## src/rtl/addr_reg_bank.sv

```systemverilog
// Parametrised address register file: NUM_REGS x WIDTH registers driven by one shared op code,
// with a bounded stack pointer (sticky overflow/underflow flags) and automatic PC-history capture.
module addr_reg_bank #(
  parameter int WIDTH       = 8,
  parameter int NUM_REGS    = 4,
  parameter int AR_IDX      = 0,
  parameter int SP_IDX      = 1,
  parameter int PCPAST_IDX  = 2,
  parameter int PC_IDX      = 3,
  parameter int SP_LO       = 0,
  parameter int SP_HI       = 2**WIDTH - 1,
  parameter bit AUTO_PCPAST = 1'b1,
  localparam int SEL_W      = $clog2(NUM_REGS)
) (
  input  logic                clock,
  input  logic                reset,
  input  logic [WIDTH-1:0]    Input,
  input  logic [NUM_REGS-1:0] RSel,
  input  logic [2:0]          FunSel,
  input  logic [SEL_W-1:0]    OASel,
  input  logic [SEL_W-1:0]    OBSel,
  input  logic                clr_flags,
  output logic [WIDTH-1:0]    OutA,
  output logic [WIDTH-1:0]    OutB,
  output logic                sp_ovf,
  output logic                sp_unf
);

  localparam logic [2:0] OP_CLR  = 3'b000;
  localparam logic [2:0] OP_LOAD = 3'b001;
  localparam logic [2:0] OP_DEC  = 3'b010;
  localparam logic [2:0] OP_INC  = 3'b011;
  localparam logic [2:0] OP_ADD  = 3'b100;

  // Two guard bits so that max+1 and 0-1 stay exact and never alias across the bounds.
  localparam int XW = WIDTH + 2;
  localparam logic signed [XW-1:0] SP_LO_X = XW'(SP_LO);
  localparam logic signed [XW-1:0] SP_HI_X = XW'(SP_HI);
  localparam logic [WIDTH-1:0]     SP_RST  = SP_LO_X[WIDTH-1:0];

  if (NUM_REGS < 4 || AR_IDX == SP_IDX || AR_IDX == PC_IDX || AR_IDX == PCPAST_IDX ||
      SP_IDX == PC_IDX || SP_IDX == PCPAST_IDX || PC_IDX == PCPAST_IDX || SP_LO > SP_HI)
  begin : g_bad_params
    $error("addr_reg_bank: illegal register index or SP bound parameters");
  end

  logic [WIDTH-1:0]     regs     [NUM_REGS];
  logic [WIDTH-1:0]     regs_nxt [NUM_REGS];
  logic signed [XW-1:0] sp_old, in_sext, in_uext, sp_cand;
  logic                 op_writes, ovf_set, unf_set, pc_capture;

  assign op_writes  = (FunSel <= OP_ADD);
  assign pc_capture = AUTO_PCPAST && RSel[PC_IDX] && op_writes && !RSel[PCPAST_IDX];
  assign sp_old     = {2'b00, regs[SP_IDX]};
  assign in_uext    = {2'b00, Input};
  assign in_sext    = {{2{Input[WIDTH-1]}}, Input};

  // NOTE: every variable written in an always_comb gets a default on entry, so no path infers a latch.
  always_comb begin : sp_calc
    sp_cand = SP_LO_X;
    ovf_set = 1'b0;
    unf_set = 1'b0;
    case (FunSel)
      OP_CLR:  sp_cand = SP_LO_X;
      OP_LOAD: sp_cand = in_uext;
      OP_DEC:  sp_cand = sp_old - XW'(1);
      OP_INC:  sp_cand = sp_old + XW'(1);
      OP_ADD:  sp_cand = sp_old + in_sext;
      default: sp_cand = sp_old;
    endcase
    if (RSel[SP_IDX] && op_writes) begin
      if (sp_cand > SP_HI_X)      ovf_set = 1'b1;
      else if (sp_cand < SP_LO_X) unf_set = 1'b1;
    end
  end

  always_comb begin : next_regs
    for (int i = 0; i < NUM_REGS; i++) begin
      regs_nxt[i] = regs[i];
      if (RSel[i] && op_writes) begin
        if (i == SP_IDX) begin
          if (!ovf_set && !unf_set) regs_nxt[i] = sp_cand[WIDTH-1:0];
        end else begin
          case (FunSel)
            OP_CLR:  regs_nxt[i] = '0;
            OP_LOAD: regs_nxt[i] = Input;
            OP_DEC:  regs_nxt[i] = regs[i] - WIDTH'(1);
            OP_INC:  regs_nxt[i] = regs[i] + WIDTH'(1);
            OP_ADD:  regs_nxt[i] = regs[i] + Input;
            default: regs_nxt[i] = regs[i];
          endcase
        end
      end
    end
    // PCpast takes the pre-edge PC; an explicit op on PCpast suppresses this capture.
    if (pc_capture) regs_nxt[PCPAST_IDX] = regs[PC_IDX];
  end

  // NOTE: state is updated with non-blocking assignments so every register sees the old values of the others.
  always_ff @(posedge clock) begin
    if (reset) begin
      // NOTE: the bank is a few flops rather than a RAM, so every entry is reset explicitly.
      for (int i = 0; i < NUM_REGS; i++) begin
        if (i == SP_IDX) regs[i] <= SP_RST;
        else             regs[i] <= '0;
      end
      sp_ovf <= 1'b0;
      sp_unf <= 1'b0;
    end else begin
      for (int i = 0; i < NUM_REGS; i++) regs[i] <= regs_nxt[i];
      sp_ovf <= (sp_ovf & ~clr_flags) | ovf_set;
      sp_unf <= (sp_unf & ~clr_flags) | unf_set;
    end
  end

  // Out-of-range selects match no entry and read 0.
  always_comb begin : read_ports
    OutA = '0;
    OutB = '0;
    for (int i = 0; i < NUM_REGS; i++) begin
      if (OASel == SEL_W'(i)) OutA = regs[i];
      if (OBSel == SEL_W'(i)) OutB = regs[i];
    end
  end

endmodule

```

## config.mk

```make
export PLATFORM = sky130hd
export DESIGN_NAME = addr_reg_bank
export DESIGN_NICKNAME = d
export VERILOG_FILES = /design/src/rtl/addr_reg_bank.sv
export SDC_FILE = /design/constraint.sdc
export NUM_CORES = 1
export LEC_CHECK = 0
export CORE_ASPECT_RATIO = 0.6
export CORE_MARGIN = 4
export CORE_UTILIZATION = 28
export DETAILED_ROUTE_END_ITERATION = 10
export PLACE_DENSITY = 0.43
export SLEW_MARGIN = 10
export SYNTH_ARGS = -nofsm -noshare
export SYNTH_HDL_FRONTEND = slang
export SYNTH_SLANG_ARGS = --single-unit
```

## constraint.sdc

```tcl
create_clock -name clock -period 8.7 [get_ports clock]
set_input_delay 2.61 -clock clock [delete_from_list [all_inputs] [get_ports clock]]
set_output_delay 2.61 -clock clock [all_outputs]
set_load 0.005 [all_outputs]
```

; Word-level counts from Yosys, hierarchy flattened
; Memories as Yosys holds them, arrays and structs flattened.
; Cells that the tools add are included.
[op_classes]
n_addsub = 12
n_lt_le_gt_ge = 3
eq_ne = 10
n_mux = 30
n_bitwise = 9
reduce_logical = 12
[op_table]
columns = cell, count
row1 = 8-bit 2-to-1 mux, 18
row2 = 8-bit case mux with 5 select lines, 3
row3 = 10-bit case mux with 5 select lines, 1
row4 = 8-bit by 1-bit adder with 8-bit output (second input constant), 3
row5 = 8-bit adder, 3
row6 = 8-bit by 1-bit subtractor with 8-bit output (second input constant), 3
row7 = 9-bit by 8-bit adder with 10-bit output, 1
row8 = 10-bit by 9-bit > comparator with 1-bit output (second input constant), 1
row9 = 10-bit by 1-bit less-than comparator with 1-bit output (second input constant), 1
row10 = 8-bit by 1-bit adder with 9-bit output (second input constant), 1
row11 = 8-bit by 1-bit subtractor with 9-bit output (second input constant), 1
row12 = 2-bit equality test (second input constant), 4
row13 = 1-bit 2-to-1 mux, 8
row14 = 3-bit by 2-bit equality test with 1-bit output (second input constant), 2
row15 = 1-bit logical AND, 6
row16 = 1-bit OR, 6
row17 = 2-bit by 1-bit equality test with 1-bit output (second input constant), 2
row18 = 2-bit logical NOT, 2
row19 = 3-bit by 1-bit equality test with 1-bit output (second input constant), 1
row20 = 3-bit equality test (second input constant), 1
row21 = 3-bit less-or-equal comparator (second input constant), 1
row22 = 1-bit logical NOT, 3
row23 = 3-bit logical NOT, 1
row24 = 1-bit AND, 2
row25 = 1-bit NOT, 1
[word_totals]
register_bits = 2
ram_bits = 32
output_inout_bits = 18
elab_cells = 79
n_memories = 1
[mem_list]
columns = memory, words, width, read_ports, rd_ports_with_merged_regs, wr, line
row1 = regs, 4, 8, 4, 0, 4, 47  ; logic [WIDTH-1:0] regs [NUM_REGS];

; Depth between registers and ports, before layout
; Gate-level depths: netlist of the first run.
; An unclocked memory read counts as a cell.
[depth]
ltp_word = 12
depth_mapped = 14
ltp_nobuf = 13

; Worst setup path before layout of the first run
; Ideal clock, no wire load.
[synth_path]
path_kind = in2out
from = input OASel[1]
to = output OutA[0]
arrival_time_ns = 3.571
t_required_ns = 6.090
slack_ns = 2.519
stages = 2
n_path_buf = 1
path_cell_list = clkbuf_1 > mux4_1
[synth_between]
elab_chain_cells = 5
elab_cells_between_ends = 8
[synth_rtl]
columns = item, line
row1 = start: declaration, 20  ; input logic [SEL_W-1:0] OASel,
row2 = 2-bit logical NOT, 121  ; if (OASel == SEL_W'(i)) OutA = regs[i];
row3 = 8-bit 2-to-1 mux (3 in a row), 121
row4 = 8-bit 2-to-1 mux *, 121
row5 = end: declaration, 23  ; output logic [WIDTH-1:0] OutA,
; Mark *: on every way between the ends. The rest lies on a longest branch, timed or not.

; Final worst setup path of the first run
[layout_path]
from = input OBSel[1]
to = output OutB[0]
[layout_between]
elab_chain_cells = 5
elab_cells_between_ends = 8
[layout_rtl]
columns = item, line
row1 = start: declaration, 21  ; input logic [SEL_W-1:0] OBSel,
row2 = 2-bit logical NOT, 122  ; if (OBSel == SEL_W'(i)) OutB = regs[i];
row3 = 8-bit 2-to-1 mux (3 in a row), 122
row4 = 8-bit 2-to-1 mux *, 122
row5 = end: declaration, 24  ; output logic [WIDTH-1:0] OutB,
; Marked as above.

==> summary.md, run 1 <==
| Metric | Value |
|---|---|
| Outcome | finished clean |
| Max clock buf depth | 2 |
| Slew Limit Headroom | 38.7% |
| EDFF count, synth | 0 |
| Wirelength, routed | 12300 um |
| Global-route wire length before repair | 19100 um |
| Crit-path cells | clkdlybuf4s50_1 > mux4_1 > clkdlybuf4s50_1 |
| Synth async-reset ratio | 0% |
| Remaining DRCs | 0 |
| Largest area contributor in the netlist | dfxtp_1 |
| Setup crit start kind | input port |
| Post-CTS Setup Inserts | 0 |
| Clk pin slew, worst setup/hold paths | 0.06 ns |
| GPL Wtd Cong | between 0.8 and 0.9 |
| Post_cts resized | 0 |
| CTS tree | built |
| Largest net degree at the start of global routing | 39 |
| Ratio of cells with drive above 1 in the final layout | 7.17% |
| Worst Skew | 0.00508 ns |
| Setup TNS | 0 ns |
| Worst skew pair latency | 0.28 ns |
| RSZ-0062 raised after global routing | no |
| HP Class | reg -> reg |
| Number of max-cap violations | 0 |
| Ys flop type | dfxtp_1 |
| Post-DR vias/cell | 5.53 |
| Critical path type | in -> out |
| Yosys reg bits | 34 |
| N_diodes | 0 |
| Synthesized instance count | around 430 |
| Initial Util | approximately 29% |
| Wire per inst | just under 20 um |
| Yosys top cell area share | 18.8% |
| Syn. warnings | 0 |
| H-tree depth | 2 |
| Most frequent cells in the layout | nor2_1, clkdlybuf4s50_1, dfxtp_1 |
| Final nets | 517 |
| Root Buffer | clkbuf_16 |
| Crit path time final | between 7 and 8 ns |
| Slew Viols, Final | 0 |
| Detail Placement HPWL | roughly 9700 um |
| Critical Path End Type | output port |
| CTS Buf Count | 5 |
| Arr. time, crit path | 4.58 ns |
| Max stage delay cell, worst path | clkdlybuf4s50_1 |
| Overflow after GRT | 0 |
| Die X | between 150 and 200 um |
| Slew @ Worst Pin | 0.918 ns |
| Initial antenna violation count | 0 |
| Worst IR Drop VDD | approximately 74 uV |
| Die area | 14800 um^2 |
| Layout Area Growth over Synthesis | 18.6% |
| PwrDens | 141 nW/um^2 |
| Critical Path RT | just over 6 ns |
| Number of I/O port buffers | 39 |
| Slowest stage delay, CP | 0.87 ns |
| Avg Cell Area, Syn | 8.33 um^2 |
| Vias in the first global route | approximately 3200 |
| I/O pins | 40 |
| Gr usage total | ~17% |
| Crit-path most repeated cell | clkdlybuf4s50_1 |
| Initial DRC count | between 200 and 300 |
| Final setup vio count | 0 |
| Yosys cell types | between 60 and 70 |
| Commonest non-fill, non-tap cell in the layout | nor2_1 |
| Routed Antenna Nets | 0 |
| Drt first pass iters | 5 |
| CP top delay family | buffers and inverters |
| Area of the multi-input gates | 2770 um^2 |
| Period utilization | 82.7% |
| Worst Path Max Fanout | 8 |
| Core Area | 12300 um^2 |
| Synthesized area | between 3000 and 4000 um^2 |
| Smallest hold slack | around 0.46 ns |
| Register area | 681 um^2 |
| Via Count | 3456 |
| Fmax | 139 MHz |
| Leakage | approximately 1.6 nW |
| # rows | 31 |
| Hold buffer count at CTS | 0 |
| WP buf/inv | 2 |
| FILL cells | 1331 |
| Ranking of synthesized cells by area | dfxtp_1, ha_1, mux4_2 |
| # clock sinks | 34 |
| Chip Height | around 96 um |
| Post-synthesis sequential area ratio | 18.8% |
| Mapped Nets | 492 |
| Final hold vios | 0 |
## stage by stage
step           area (um^2)  utilization, %  power (mW)  instances  setup WS, ns
2_1_floorplan         3610               -       0.344        434          2.52
5_1_grt               4280            34.7       0.641        625          1.41
4_1_cts               4280            34.7       0.608        625          1.46
3_3_place_gp          4140            33.5       0.416        617          1.48
6_report              4280            34.7       0.605        625          1.51
3_5_place_dp          4140            33.5       0.417        617          1.46
## where the power goes
part | switching [mW] | internal [mW] | leakage, nW
Clock | 0.0748 | 0.114 | 0.0739
Combinational | 0.120 | 0.110 | 1.27
Sequential | 0.0188 | 0.167 | 0.279
Total | 0.214 | 0.391 | 1.62
## worst paths after layout
path         slack, ns  cells past startpoint        from    endpoint
max               1.51                      3    OBSel[1]     OutB[0]
min reg2reg       0.46                      2      sp_ovf      sp_ovf
min               0.46                      2      sp_ovf      sp_ovf
max reg2reg       5.22                      8  regs[1][1]  regs[1][2]
## registers in the layout, indices dropped and copies added, names as in the netlist
name	count
regs	32
sp_ovf	1
sp_unf	1
## routing by layer
layer  track usage, %  vias to the layer above  part of all wire (%)
met5                0                        -                     0
met1             27.6                     1659                    54
met2             22.4                      104                    38
met4             2.50                        0                  0.45
met3             3.32                        7                   6.9
li1                 -                     1686                     -
## kinds of logic after synthesis
family	count (synthesis)	synth area share, %
mux	18	10.7
flops	34	18.8
simple gates	142	19.9
xor+xnor	32	7.76
fa+ha+maj	36	13.3
buf+inv	42	4.64
compound gates	130	24.9
## cell type report
type	instances	area share [%]
multi-input cells	358	64.5
clock buffers	7	3.33
inverters	17	1.49
well taps	165	4.82
clock inverters	1	0.117
flip-flops and latches	34	15.9
repair buffers	43	9.81
## cell usage after synthesis, drive strengths merged (6+ instances only)
cell and instances:
o221ai 7, a211oi 8, o21a 11, mux4 16, xnor2 15, o21ai 26, a311oi 7, nand2 22
and2 6, ha 32, nor3 20, a21oi 26, inv 17, xor2 17, dfxtp 34, nor3b 6
nor2 49, clkbuf 20, a21o 7, or4 6, nand2b 8, or3 7
## worst reg2reg max path, cell delays in order, from the launching register on
cell,delay [ns]
dfxtp_1,0.55
ha_1,0.33
a211oi_1,0.37
o21ai_0,0.20
a21oi_1,0.20
xor2_1,0.30
o2111ai_1,0.47
nor2_1,0.73
o21ai_0,0.18
Power figures use the tool's default switching activity.
==> run 2: changes to the inputs <==
clock period = 7.2 ns   (was 8.7 ns; I/O delays follow)
==> run 2 against run 1 <==
Net effect: sequential share of layout area is essentially flat; sequential cell count stayed put; combinational power rose by 21%; design area is 0.20% lower; via count decreased by 1.1%; non-clock buffer count unchanged; critical endpoint unchanged; final cell count down 0.32%; clock power grew 19%; first-iteration DRC count is 19% lower; largest power group unchanged; largest cell class unchanged.
==> summary.md, run 2 (synthesized netlist as in run 1, its figures left out) <==
| Metric | Value |
|---|---|
| Routed Antenna Nets | 0 (unchanged) |
| Commonest non-fill, non-tap cell in the layout | nor2_1 |
| Outcome | finished clean |
| Int Pwr | 0.469 mW (+20%) |
| Worst Skew | 0.00610 ns (+0.00102 ns) |
| Period utilization | 87.2% |
| Finished Core Util | 34.7% (-0.071 points) |
| Worst IR Drop VDD | 73.8 uV (+0.36%) |
| CTS Buf Count | 5 (unchanged) |
| Final cell count without fillers | 623 (-0.32%) |
| Clk network pwr share | 30.8% (-0.4 points) |
| Top reg by flops | regs |
| Pre-CTS setup slack | 0.854 ns (-0.610 ns) |
| HP Class | reg -> reg |
| N_diodes | 0 (unchanged) |
| # rows | 31 (unchanged) |
| PwrDens | 170 nW/um^2 (+20%) |
| Wirelength, routed | 12300 um (+0.61%) |
| Critical Path RT | 5.04 ns (-1.05 ns) |
| Die area | 14800 um^2 (unchanged) |
| Remaining DRCs | 0 (unchanged) |
| R2r startpoint | regs[1][1] |
| Post-DR vias/cell | 5.49 (-0.75%) |
| Reg2Reg Depth | 8 (unchanged) |
| Global-route wire length before repair | 18900 um (-1.5%) |
| Hold Path Depth | 2 (unchanged) |
| Gate power share | 38.4% (+0.3 points) |
| Smallest hold slack | 0.462 ns (+0.00171 ns) |
| DP Area | 4140 um^2 (unchanged) |
| Fmax | 159 MHz |
| Final hold vios | 0 (unchanged) |
| Number of I/O port buffers | 39 (unchanged) |
| # clock sinks | 34 (unchanged) |
| Worst Path Max Fanout | 8 (unchanged) |
| Leakage | 1.61 nW (-0.31%) |
| Highest Signal Layer | met4 |
| Setup crit start | OBSel[1] |
| I/O pins | 40 (unchanged) |
| Net Switching | 0.258 mW (+21%) |
| Met2 routed wirelength | 4630 um (-1.3%) |
| GPL Wtd Cong | 0.818 (+0.27%) |
| Sw frac | 35.5% (+0.11 points) |
| Critical path type | in -> out |
| Clk pin slew, worst setup/hold paths | 0.06 ns (about the same) |
| Initial antenna violation count | 0 (unchanged) |
| Drt first pass iters | 5 (unchanged) |
| Crit path time final | 6.28 ns |
| Setup TNS | 0 ns (unchanged) |
| Initial DRC count | 210 (-19%) |
| Metal-1 WL | 7030 um (+5.5%) |
| Vias in the first global route | 3205 (+0.69%) |
| Most frequent cells in the layout | nor2_1, clkdlybuf4s50_1, dfxtp_1 |
| Detail Placement HPWL | 9710 um (+0.18%) |
| RSZ-0062 raised after global routing | no |
| Flop pwr share | 30.9% (+0.2 points) |
| Largest regs | regs (32), sp_ovf (1), sp_unf (1) |
| Crit Reg-Reg Endpoint | regs[1][3] |
| Final Cell Area | 4280 um^2 (-0.20%) |
| Number of max-cap violations | 0 (unchanged) |
| Post_cts resized | 0 (unchanged) |
| Chip Height | 96.0 um (unchanged) |
| Max clock buf depth | 2 (unchanged) |
| Worst skew pair latency | 0.29 ns (about the same) |
| Final nets | 517 (unchanged) |
| R2R setup slack | 3.57 ns (-1.65 ns) |
| Initial Util | 29.3% (unchanged) |
| H-tree depth | 2 (unchanged) |
| Placed cells | 617 (unchanged) |
| Root Buffer | clkbuf_16 |
| Core Area | 12300 um^2 (unchanged) |
| Slew Viols, Final | 0 (unchanged) |
| Largest net degree at the start of global routing | 39 (unchanged) |
| Wire per inst | 19.8 um (+0.94%) |
| Hold buffer count at CTS | 0 (unchanged) |
| Die X | 155 um (unchanged) |
| Power Total | 0.727 mW (+20%) |
| Setup crit start kind | input port |
| FILL cells | 1302 (-2.2%) |
| Final setup vio count | 0 (unchanged) |
| Slew @ Worst Pin | 0.929 ns (+0.0113 ns) |
| Final setup margin | 0.924 ns (-0.584 ns) |
| Layout Area Growth over Synthesis | 18.3% |
| Post-CTS Setup Inserts | 0 (unchanged) |
| Met3 Wirelength | 584 um (-31%) |
| Arr. time, crit path | 4.12 ns (-0.46 ns) |
| Ratio of cells with drive above 1 in the final layout | 6.99% (-0.19 points) |
| Gr usage total | 16.7% (-0.20 points) |
| Slew Limit Headroom | 38.0% (-0.75 points) |
| CTS tree | built |
| Overflow after GRT | 0 (unchanged) |
| Max FFs per register | 32 (unchanged) |
| CP endpoint | OutB[0] |
| Critical Path End Type | output port |
| Via Count | 3419 (-1.1%) |
run 2: cell count changes in the layout (fill, tap and decap cells not counted):
cell	before	now
clkbuf_1	1	0
clkinv_2	1	0
run 2: power groups by stage:
stage / clock (mW) / combinational (mW) / sequential (mW)
4_1_cts: 0.228 / 0.277 / 0.224
3_5_place_dp: 0 / 0.275 / 0.229
3_3_place_gp: 0 / 0.274 / 0.228
5_1_grt: 0.234 / 0.309 / 0.227
2_1_floorplan: 0 / 0.199 / 0.217
6_report: 0.224 / 0.279 / 0.224
run 2: routing by layer:
layer / global-route usage, % / up-vias
met2: 22.4 / 96
li1: - / 1686
met1: 26.9 / 1626
met3: 3.10 / 11
met5: 0 / -
met4: 3.31 / 0
run 2: worst min path at each step:
stage	from	end	slack, ns
floorplan	sp_ovf	sp_ovf	0.45
global placement	sp_ovf	sp_ovf	0.44
detailed placement	sp_ovf	sp_ovf	0.45
CTS	sp_ovf	sp_ovf	0.47
global route	sp_ovf	sp_ovf	0.48
finish	sp_ovf	sp_ovf	0.46
run 2: critical path, cell delays in order:
cell and delay [ns]:
clkdlybuf4s50_1 0.86, mux4_1 0.63, clkdlybuf4s50_1 0.47
run 2: area by class of cell:
type,instances,area (um^2),share of cell area [%]
tap,165,206,4.83
multi-input combinational,358,2770,64.7
sequential,34,681,15.9
clock buffer,6,139,3.25
inverter,17,63.8,1.49
timing repair buffer,43,420,9.83
